## src/rtl/qlearn_pkg.sv

```systemverilog
// rtl/qlearn_pkg.sv - shared widths, sequencer state type and Q-value saturation
// Contents:
//   STATE_W, ACTION_W, ADDR_WIDTH, DATA_WIDTH  table geometry (64 states x 4 actions, 32-bit Q)
//   CALC_W                                     width of the update arithmetic (3 guard bits)
//   state_t                                    IDLE / RD / CALC / WRITE
//   saturate()                                 clamp a CALC_W value into DATA_WIDTH signed range
package qlearn_pkg;

  localparam int STATE_W    = 6;
  localparam int ACTION_W   = 2;
  localparam int ADDR_WIDTH = STATE_W + ACTION_W;
  localparam int DATA_WIDTH = 32;
  localparam int CALC_W     = DATA_WIDTH + 3;

  typedef enum logic [1:0] {
    IDLE  = 2'd0,
    RD    = 2'd1,
    CALC  = 2'd2,
    WRITE = 2'd3
  } state_t;

  // In range exactly when every bit from the DATA_WIDTH sign bit upward
  // agrees; otherwise the top bit tells which rail to clamp to.
  function automatic logic [DATA_WIDTH-1:0] saturate(input logic signed [CALC_W-1:0] v);
    logic [CALC_W-DATA_WIDTH:0] upper;
    upper = v[CALC_W-1:DATA_WIDTH-1];
    if (upper == '0 || upper == '1) begin
      return v[DATA_WIDTH-1:0];
    end else if (v[CALC_W-1]) begin
      return {1'b1, {(DATA_WIDTH-1){1'b0}}};
    end else begin
      return {1'b0, {(DATA_WIDTH-1){1'b1}}};
    end
  endfunction

endpackage

```

## src/rtl/qupdate_ctrl_if.sv

```systemverilog
// rtl/qupdate_ctrl_if.sv - Q-table BRAM port bundle between the update sequencer and the table
// Signals:
//   o_q_addr_r / o_q_read_en   read address and enable (sequencer -> table)
//   i_q_data                   registered read data, valid one cycle after read enable
//   o_q_addr_w / o_q_write_en  write address and enable (sequencer -> table)
//   o_q_data                   write data (new Q value)
// Modports: master = sequencer side, slave = table side.
interface qupdate_ctrl_if;
  import qlearn_pkg::*;

  logic [ADDR_WIDTH-1:0] o_q_addr_r;
  logic                  o_q_read_en;
  logic [DATA_WIDTH-1:0] i_q_data;
  logic [ADDR_WIDTH-1:0] o_q_addr_w;
  logic                  o_q_write_en;
  logic [DATA_WIDTH-1:0] o_q_data;

  modport master (
    output o_q_addr_r, o_q_read_en, o_q_addr_w, o_q_write_en, o_q_data,
    input  i_q_data
  );

  modport slave (
    input  o_q_addr_r, o_q_read_en, o_q_addr_w, o_q_write_en, o_q_data,
    output i_q_data
  );

endinterface

```

## src/rtl/qmax4_tracker.sv

```systemverilog
// rtl/qmax4_tracker.sv - running signed max/argmax over streamed Q(s',0..3)
// Ports:
//   i_clk, i_rst_n     clock, asynchronous active-low reset
//   i_clear            restart tracking (next valid word becomes the max)
//   i_valid, i_idx     one word per action, presented in ascending action order
//   i_data             signed Q value
//   i_terminal         force max and argmax outputs to zero
//   o_max, o_argmax    current max and its action index
module qmax4_tracker
  import qlearn_pkg::*;
(
  input  logic                  i_clk,
  input  logic                  i_rst_n,
  input  logic                  i_clear,
  input  logic                  i_valid,
  input  logic [ACTION_W-1:0]   i_idx,
  input  logic [DATA_WIDTH-1:0] i_data,
  input  logic                  i_terminal,
  output logic [DATA_WIDTH-1:0] o_max,
  output logic [ACTION_W-1:0]   o_argmax
);

  logic                         have;
  logic signed [DATA_WIDTH-1:0] max_r;
  logic [ACTION_W-1:0]          arg_r;

  // Strict greater-than: with ascending indices an equal value never
  // displaces the earlier one, so ties resolve to the lowest action.
  always_ff @(posedge i_clk or negedge i_rst_n) begin
    if (!i_rst_n) begin
      have  <= 1'b0;
      max_r <= '0;
      arg_r <= '0;
    end else if (i_clear) begin
      have  <= 1'b0;
      max_r <= '0;
      arg_r <= '0;
    end else if (i_valid && (!have || $signed(i_data) > max_r)) begin
      have  <= 1'b1;
      max_r <= i_data;
      arg_r <= i_idx;
    end
  end

  assign o_max    = i_terminal ? '0 : max_r;
  assign o_argmax = i_terminal ? '0 : arg_r;

endmodule

```

## src/rtl/qupdate_ctrl.sv

```systemverilog
// rtl/qupdate_ctrl.sv - one-shot Q-learning update sequencer over the Q-table BRAM
// Ports:
//   i_clk, i_rst_n                      clock, asynchronous active-low reset
//   i_start / o_ready                   request handshake (accepted when both high)
//   i_state, i_action, i_next_state     s, a, s' of the transition
//   i_reward, i_terminal                signed reward, s' terminal flag
//   bus                                 BRAM read/write ports (master side)
//   o_done, o_max_action                write-cycle pulse, greedy action of s'
// Timeline from acceptance (cycle 0): reads in 1-5, data in 2-6, compute in 7,
// write in 8, ready again in 9.
module qupdate_ctrl
  import qlearn_pkg::*;
#(
  parameter int ALPHA_SHIFT = 2,
  parameter int GAMMA_SHIFT = 3
) (
  input  logic                  i_clk,
  input  logic                  i_rst_n,
  input  logic                  i_start,
  output logic                  o_ready,
  input  logic [STATE_W-1:0]    i_state,
  input  logic [ACTION_W-1:0]   i_action,
  input  logic [STATE_W-1:0]    i_next_state,
  input  logic [DATA_WIDTH-1:0] i_reward,
  input  logic                  i_terminal,
  qupdate_ctrl_if.master        bus,
  output logic                  o_done,
  output logic [ACTION_W-1:0]   o_max_action
);

  state_t                state;
  logic [2:0]            cnt;
  logic [STATE_W-1:0]    s_r;
  logic [ACTION_W-1:0]   a_r;
  logic [STATE_W-1:0]    ns_r;
  logic [DATA_WIDTH-1:0] r_r;
  logic                  term_r;
  logic [DATA_WIDTH-1:0] q_sa;

  logic                  trk_clear;
  logic                  trk_valid;
  logic [ACTION_W-1:0]   trk_idx;
  logic [DATA_WIDTH-1:0] trk_max;
  logic [ACTION_W-1:0]   trk_arg;

  // cnt tracks the cycle number inside RD (1..6). Words arriving at cnt 3..6
  // belong to actions 0..3 of s'.
  assign trk_clear = (state == IDLE) && i_start;
  assign trk_valid = (state == RD) && (cnt >= 3'd3);
  assign trk_idx   = cnt[1:0] + 2'd1;

  qmax4_tracker u_max (
    .i_clk      (i_clk),
    .i_rst_n    (i_rst_n),
    .i_clear    (trk_clear),
    .i_valid    (trk_valid),
    .i_idx      (trk_idx),
    .i_data     (bus.i_q_data),
    .i_terminal (term_r),
    .o_max      (trk_max),
    .o_argmax   (trk_arg)
  );

  // Update arithmetic with 3 guard bits so no intermediate can wrap.
  logic signed [CALC_W-1:0] r_e, m_e, q_e, target, delta, qn;
  always_comb begin
    r_e    = {{(CALC_W-DATA_WIDTH){r_r[DATA_WIDTH-1]}}, r_r};
    m_e    = {{(CALC_W-DATA_WIDTH){trk_max[DATA_WIDTH-1]}}, trk_max};
    q_e    = {{(CALC_W-DATA_WIDTH){q_sa[DATA_WIDTH-1]}}, q_sa};
    target = r_e + m_e - (m_e >>> GAMMA_SHIFT);
    delta  = target - q_e;
    qn     = q_e + (delta >>> ALPHA_SHIFT);
  end

  always_ff @(posedge i_clk or negedge i_rst_n) begin
    if (!i_rst_n) begin
      state            <= IDLE;
      cnt              <= '0;
      s_r              <= '0;
      a_r              <= '0;
      ns_r             <= '0;
      r_r              <= '0;
      term_r           <= 1'b0;
      q_sa             <= '0;
      o_ready          <= 1'b1;
      o_done           <= 1'b0;
      o_max_action     <= '0;
      bus.o_q_addr_r   <= '0;
      bus.o_q_read_en  <= 1'b0;
      bus.o_q_addr_w   <= '0;
      bus.o_q_write_en <= 1'b0;
      bus.o_q_data     <= '0;
    end else begin
      case (state)
        IDLE: begin
          if (i_start) begin
            s_r             <= i_state;
            a_r             <= i_action;
            ns_r            <= i_next_state;
            r_r             <= i_reward;
            term_r          <= i_terminal;
            o_ready         <= 1'b0;
            bus.o_q_read_en <= 1'b1;
            bus.o_q_addr_r  <= {i_state, i_action};
            cnt             <= 3'd1;
            state           <= RD;
          end
        end
        RD: begin
          cnt <= cnt + 3'd1;
          // Address for the following cycle: cnt 1..4 -> {s', 0..3}.
          if (cnt <= 3'd4) begin
            bus.o_q_addr_r <= {ns_r, cnt[1:0] - 2'd1};
          end
          if (cnt == 3'd5) begin
            bus.o_q_read_en <= 1'b0;
          end
          if (cnt == 3'd2) begin
            q_sa <= bus.i_q_data;
          end
          if (cnt == 3'd6) begin
            state <= CALC;
          end
        end
        CALC: begin
          bus.o_q_write_en <= 1'b1;
          bus.o_q_addr_w   <= {s_r, a_r};
          bus.o_q_data     <= saturate(qn);
          o_done           <= 1'b1;
          o_max_action     <= trk_arg;
          state            <= WRITE;
        end
        WRITE: begin
          bus.o_q_write_en <= 1'b0;
          o_done           <= 1'b0;
          o_ready          <= 1'b1;
          cnt              <= '0;
          state            <= IDLE;
        end
        default: state <= IDLE;
      endcase
    end
  end

endmodule

```

## src/flat_wrapper.sv

```systemverilog
// flat-port wrapper written by rule: the top's interface ports become plain ports
module qupdate_ctrl_flat import qlearn_pkg::*;
#(
  parameter int ALPHA_SHIFT = 2,
  parameter int GAMMA_SHIFT = 3
)
  (i_clk, i_rst_n, i_start, o_ready, i_state, i_action, i_next_state, i_reward, i_terminal, o_done, o_max_action, bus_o_q_addr_r, bus_o_q_read_en, bus_o_q_addr_w, bus_o_q_write_en, bus_o_q_data, bus_i_q_data);
  qupdate_ctrl_if bus_i ();
  input  logic i_clk;
  input  logic i_rst_n;
  input  logic i_start;
  output logic o_ready;
  input  logic [STATE_W-1:0] i_state;
  input  logic [ACTION_W-1:0] i_action;
  input  logic [STATE_W-1:0] i_next_state;
  input  logic [DATA_WIDTH-1:0] i_reward;
  input  logic i_terminal;
  output logic o_done;
  output logic [ACTION_W-1:0] o_max_action;
  output wire logic [$bits(bus_i.o_q_addr_r)-1:0] bus_o_q_addr_r;
  output wire logic [$bits(bus_i.o_q_read_en)-1:0] bus_o_q_read_en;
  output wire logic [$bits(bus_i.o_q_addr_w)-1:0] bus_o_q_addr_w;
  output wire logic [$bits(bus_i.o_q_write_en)-1:0] bus_o_q_write_en;
  output wire logic [$bits(bus_i.o_q_data)-1:0] bus_o_q_data;
  input wire logic [$bits(bus_i.i_q_data)-1:0] bus_i_q_data;
  assign bus_o_q_addr_r = bus_i.o_q_addr_r;
  assign bus_o_q_read_en = bus_i.o_q_read_en;
  assign bus_o_q_addr_w = bus_i.o_q_addr_w;
  assign bus_o_q_write_en = bus_i.o_q_write_en;
  assign bus_o_q_data = bus_i.o_q_data;
  assign bus_i.i_q_data = bus_i_q_data;
  qupdate_ctrl #(.ALPHA_SHIFT(ALPHA_SHIFT), .GAMMA_SHIFT(GAMMA_SHIFT)) u_core (.i_clk(i_clk), .i_rst_n(i_rst_n), .i_start(i_start), .o_ready(o_ready), .i_state(i_state), .i_action(i_action), .i_next_state(i_next_state), .i_reward(i_reward), .i_terminal(i_terminal), .bus(bus_i), .o_done(o_done), .o_max_action(o_max_action));
endmodule
```

## config.mk

```make
export PLATFORM = sky130hd
export DESIGN_NAME = qupdate_ctrl_flat
export DESIGN_NICKNAME = d
export VERILOG_FILES = /design/src/rtl/qlearn_pkg.sv /design/src/rtl/qupdate_ctrl_if.sv /design/src/rtl/qmax4_tracker.sv /design/src/rtl/qupdate_ctrl.sv /design/src/flat_wrapper.sv
export SDC_FILE = /design/constraint.sdc
export NUM_CORES = 1
export LEC_CHECK = 0
export ABC_AREA = 0
export CORE_AREA = 4 4 218 220
export DETAILED_ROUTE_END_ITERATION = 6
export DIE_AREA = 0 0 222 224
export MAX_ROUTING_LAYER = met4
export PLACE_DENSITY_LB_ADDON = 0.3
export SLEW_MARGIN = 10
export SYNTH_ARGS = -nofsm -noshare
export SYNTH_HDL_FRONTEND = slang
export SYNTH_SLANG_ARGS = --single-unit
```

## constraint.sdc

```tcl
create_clock -name i_clk -period 6.9 [get_ports i_clk]
set_clock_uncertainty 0.1 [all_clocks]
set_input_delay 2.07 -clock i_clk [delete_from_list [all_inputs] [get_ports i_clk]]
set_output_delay 2.07 -clock i_clk [all_outputs]
set_load 0.1 [all_outputs]
```

==> impl_metrics.env, run 1 <==
export IMPL_outcome="finished with violations"
export IMPL_violations="negative setup slack"
export IMPL_yosysUniqueCellTypes=69
export IMPL_dr_pass1_iters=4
export IMPL_antenna_found_initial=5
export IMPL_ys_seq_elements=172
export IMPL_synth_edf_count=0
export IMPL_synthAdderAreaFrac=0.177
export IMPL_coreArea_mm2=0.0453
export IMPL_synth_ff_type="dfrtp_1"
export IMPL_cp_required_ns=7.19
export IMPL_clkSinkCount=172
export IMPL_via_per_inst=4.56
export IMPL_min_delay_path_depth=2
export IMPL_min_period_ns=7.09
export IMPL_final_hold_viol_count=0
export IMPL_rrSetupSlack_ns=-0.19
export IMPL_drive_above_1_share=0.232
export IMPL_synth_area_leaders="dfrtp_1 (32%), ha_1 (13%), inv_1 (5.6%)"
export IMPL_worst_slack_ns=-0.189
export IMPL_reg2reg_from="u_core.term_r"
export IMPL_setup_viol=31
export IMPL_synth_xor_area_frac=0.0523
export IMPL_route_detailed_drc=0
export IMPL_grt_pass1_vias=11800
export IMPL_min_path_type="flip-flop to flip-flop"
export IMPL_syn_to_final_growth_pct=34.9
export IMPL_cts_tree="built"
export IMPL_cp_arrival_ns=7.38
export IMPL_overflow=0
export IMPL_ys_seq_area_frac=0.317
export IMPL_vias=11300
export IMPL_synth_compound_area_frac=0.172
export IMPL_rsz0062_at_grt="true"
export IMPL_crit_slowest_cell="fa_1"
export IMPL_syn_area_mm2=0.0136
export IMPL_grt_pass1_wl_mm=61.2
export IMPL_yosys_area_share_simple=0.142
export IMPL_start_util=0.300
export IMPL_drt_iter0_drc=470
export IMPL_worstReg2RegEnd="u_core.bus.o_q_data[15]"
export IMPL_die_x_um=222
export IMPL_post_route_period_util=1.03
export IMPL_cts_path_max_buffers=2
export IMPL_synth_top_family_by_area="adder cells"
export IMPL_clock_latency_ns=0.45
export IMPL_synth_nets=1792
export IMPL_root_buffer="clkbuf_16"
export IMPL_synth_most_common_cell="inv_1"
export IMPL_num_nets_final=2107
export IMPL_final_core_util=0.404
export IMPL_tightest_slew_ns=1.07
export IMPL_placement_io_buffers=135
export IMPL_pin_count=136
export IMPL_hp_start="u_core.s_r[2]"
export IMPL_numCtsBuffers=17
export IMPL_synth_area_leader_cell="dfrtp_1"
export IMPL_cts_hold_buf=0
export IMPL_grt_usage=0.155
export IMPL_startpoint_type="flip-flop"
export IMPL_cp_max_fo=5
export IMPL_avgSynthCellArea_um2=8.84
export IMPL_setup_tns_final_ns=-4.44
export IMPL_maxCapViolations=0
export IMPL_maxSlewViolCount=0
export IMPL_htreeDepth=4
export IMPL_yosys_warnings=0
export IMPL_synth_common_cells="inv_1 (204), dfrtp_1 (171), nand2_1 (156)"
export IMPL_yosys_mux_area_fraction=0.0649
export IMPL_fmax_mhz=141
export IMPL_path_class="flip-flop to flip-flop"
export IMPL_relSlewSlack=0.289
export IMPL_worstSetupEndpointType="flip-flop"
export IMPL_dp_hpwl_mm=28.7
export IMPL_fp_dieArea_mm2=0.0497
export IMPL_yosysTopAreaCellShare=0.315
export IMPL_gp_congestion=0.845
export IMPL_async_flop_share=1.00
export IMPL_num_rows=78
export IMPL_die_h_um=224
export IMPL_post_place_ws_ns=-0.410
export IMPL_drtAntennaViolNets=0
export IMPL_grt_max_degree=173
export IMPL_path_clk_slew_ns=0.08
export IMPL_ff2ff_path_depth=34
export IMPL_wirelength_mm=37.5
export IMPL_wire_per_inst_um=15.2
export IMPL_cpPeakStageDelay_ns=0.54
export IMPL_holdPathEnd="u_core.s_r[2]"
export IMPL_crit_top_cell="a21oi_2"
export IMPL_netlist_instances=1536
==> metrics by stage <==
stage          cells  hold slack (ns)  instance area [µm²]
2_1_floorplan   1536            0.340                13600
3_3_place_gp    2405            0.352                16900
3_5_place_dp    2405            0.361                16900
4_1_cts         2466            0.378                18100
5_1_grt         2469            0.402                18300
6_report        2469            0.375                18300
==> area by class of cell <==
type	count	area (µm²)
clock buffer	20	457
inverter	204	766
fill	4572	27000
tap	600	751
clock inverter	12	151
multi-input combinational	1115	8800
timing repair buffer	341	3070
sequential	172	4310
antenna	5	12.5
==> flip-flops by register name (all words and copies together) (netlist names) <==
name	flops
u_core.term_r	1
u_core.u_max.max_r	32
u_core.a_r	2
u_core.bus.o_q_addr_w	8
u_core.o_ready	1
u_core.bus.o_q_addr_r	8
u_core.bus.o_q_data	32
u_core.ns_r	6
u_core.o_max_action	2
u_core.cnt	3
u_core.state	2
u_core.s_r	6
u_core.u_max.arg_r	2
u_core.r_r	32
u_core.u_max.have	1
u_core.q_sa	32
u_core.bus.o_q_write_en	1
u_core.bus.o_q_read_en	1
==> metal layers <==
metal / up-vias / global-route usage / routed length (µm)
met5: - / - / 0
li1: 5802 / - / -
met3: 35 / 0.0320 / 1370
met4: 0 / 0.0368 / 636
met2: 153 / 0.254 / 17600
met1: 5269 / 0.199 / 17900
==> worst max-delay path, delay by kind of cell (launching register included) <==
| family | cells | cell delay [ns] |
|---|---|---|
| AOI/OAI and AO/OA | 22 | 3.74 |
| adders and majority gates | 4 | 1.43 |
| and+or+nand+nor | 5 | 0.92 |
| DFF | 1 | 0.45 |
| xor gates and xnor gates | 2 | 0.30 |
| buffers and inverters | 1 | 0.07 |
==> cell families after synthesis <==
family / after synthesis
AND/OR/NAND/NOR: 430
multiplexers: 83
AO/OA/AOI/OAI: 347
buffers and inverters: 249
XOR/XNOR: 81
adder cells (fa/ha/maj): 174
flip-flops: 172
==> cell usage in the layout, fill, tap and decap left out, types with 43 or more instances in the layout <==
master and n:
dfrtp_1 170, mux2i_1 43, buf_4 191, inv_1 199, a21o_1 57, a21oi_2 56
nor2_1 132, a21oi_1 63, ha_1 135, nand2_1 134, xnor2_1 48, o21ai_0 65
clkdlybuf4s50_1 134
==> how the worst max path moves through the flow <==
| stage | startpoint | end | cells past startpoint |
|---|---|---|---|
| finish | u_core.term_r | u_core.bus.o_q_data[15] | 34 |
| global route | u_core.term_r | u_core.bus.o_q_data[15] | 34 |
| CTS | u_core.term_r | u_core.bus.o_q_data[12] | 40 |
| detailed placement | u_core.term_r | u_core.bus.o_q_data[15] | 38 |
| global placement | u_core.term_r | u_core.bus.o_q_data[15] | 34 |
| floorplan | u_core.term_r | u_core.bus.o_q_data[15] | 36 |
==> timing repair <==
action / in CTS / in global routing
buffers inserted: 24 / 2
resized for setup: 82 / 52
endpoints found under the setup margin: 32 / 32
cloned: 5 / 1
pin swaps: 51 / 37
Power of run 1 is not shown: default switching activity piles up to over one toggle a cycle in this logic, so the estimate is an artifact.
==> run 2, diff against run 1 <==
- ABC_CLOCK_PERIOD_IN_PS: not set -> 6900
==> results of run 2 <==
Same layout as run 1: the final DEF is identical, and so are final timing and power.
Power of run 2 is left out for the same reason.
==> run 3, diff against run 2 <==
- CTS_CLUSTER_DIAMETER: not set -> 200
==> results of run 3 <==
Same layout as run 1: the final DEF is identical, and so are final timing and power.
Power of run 3 is left out for the same reason.
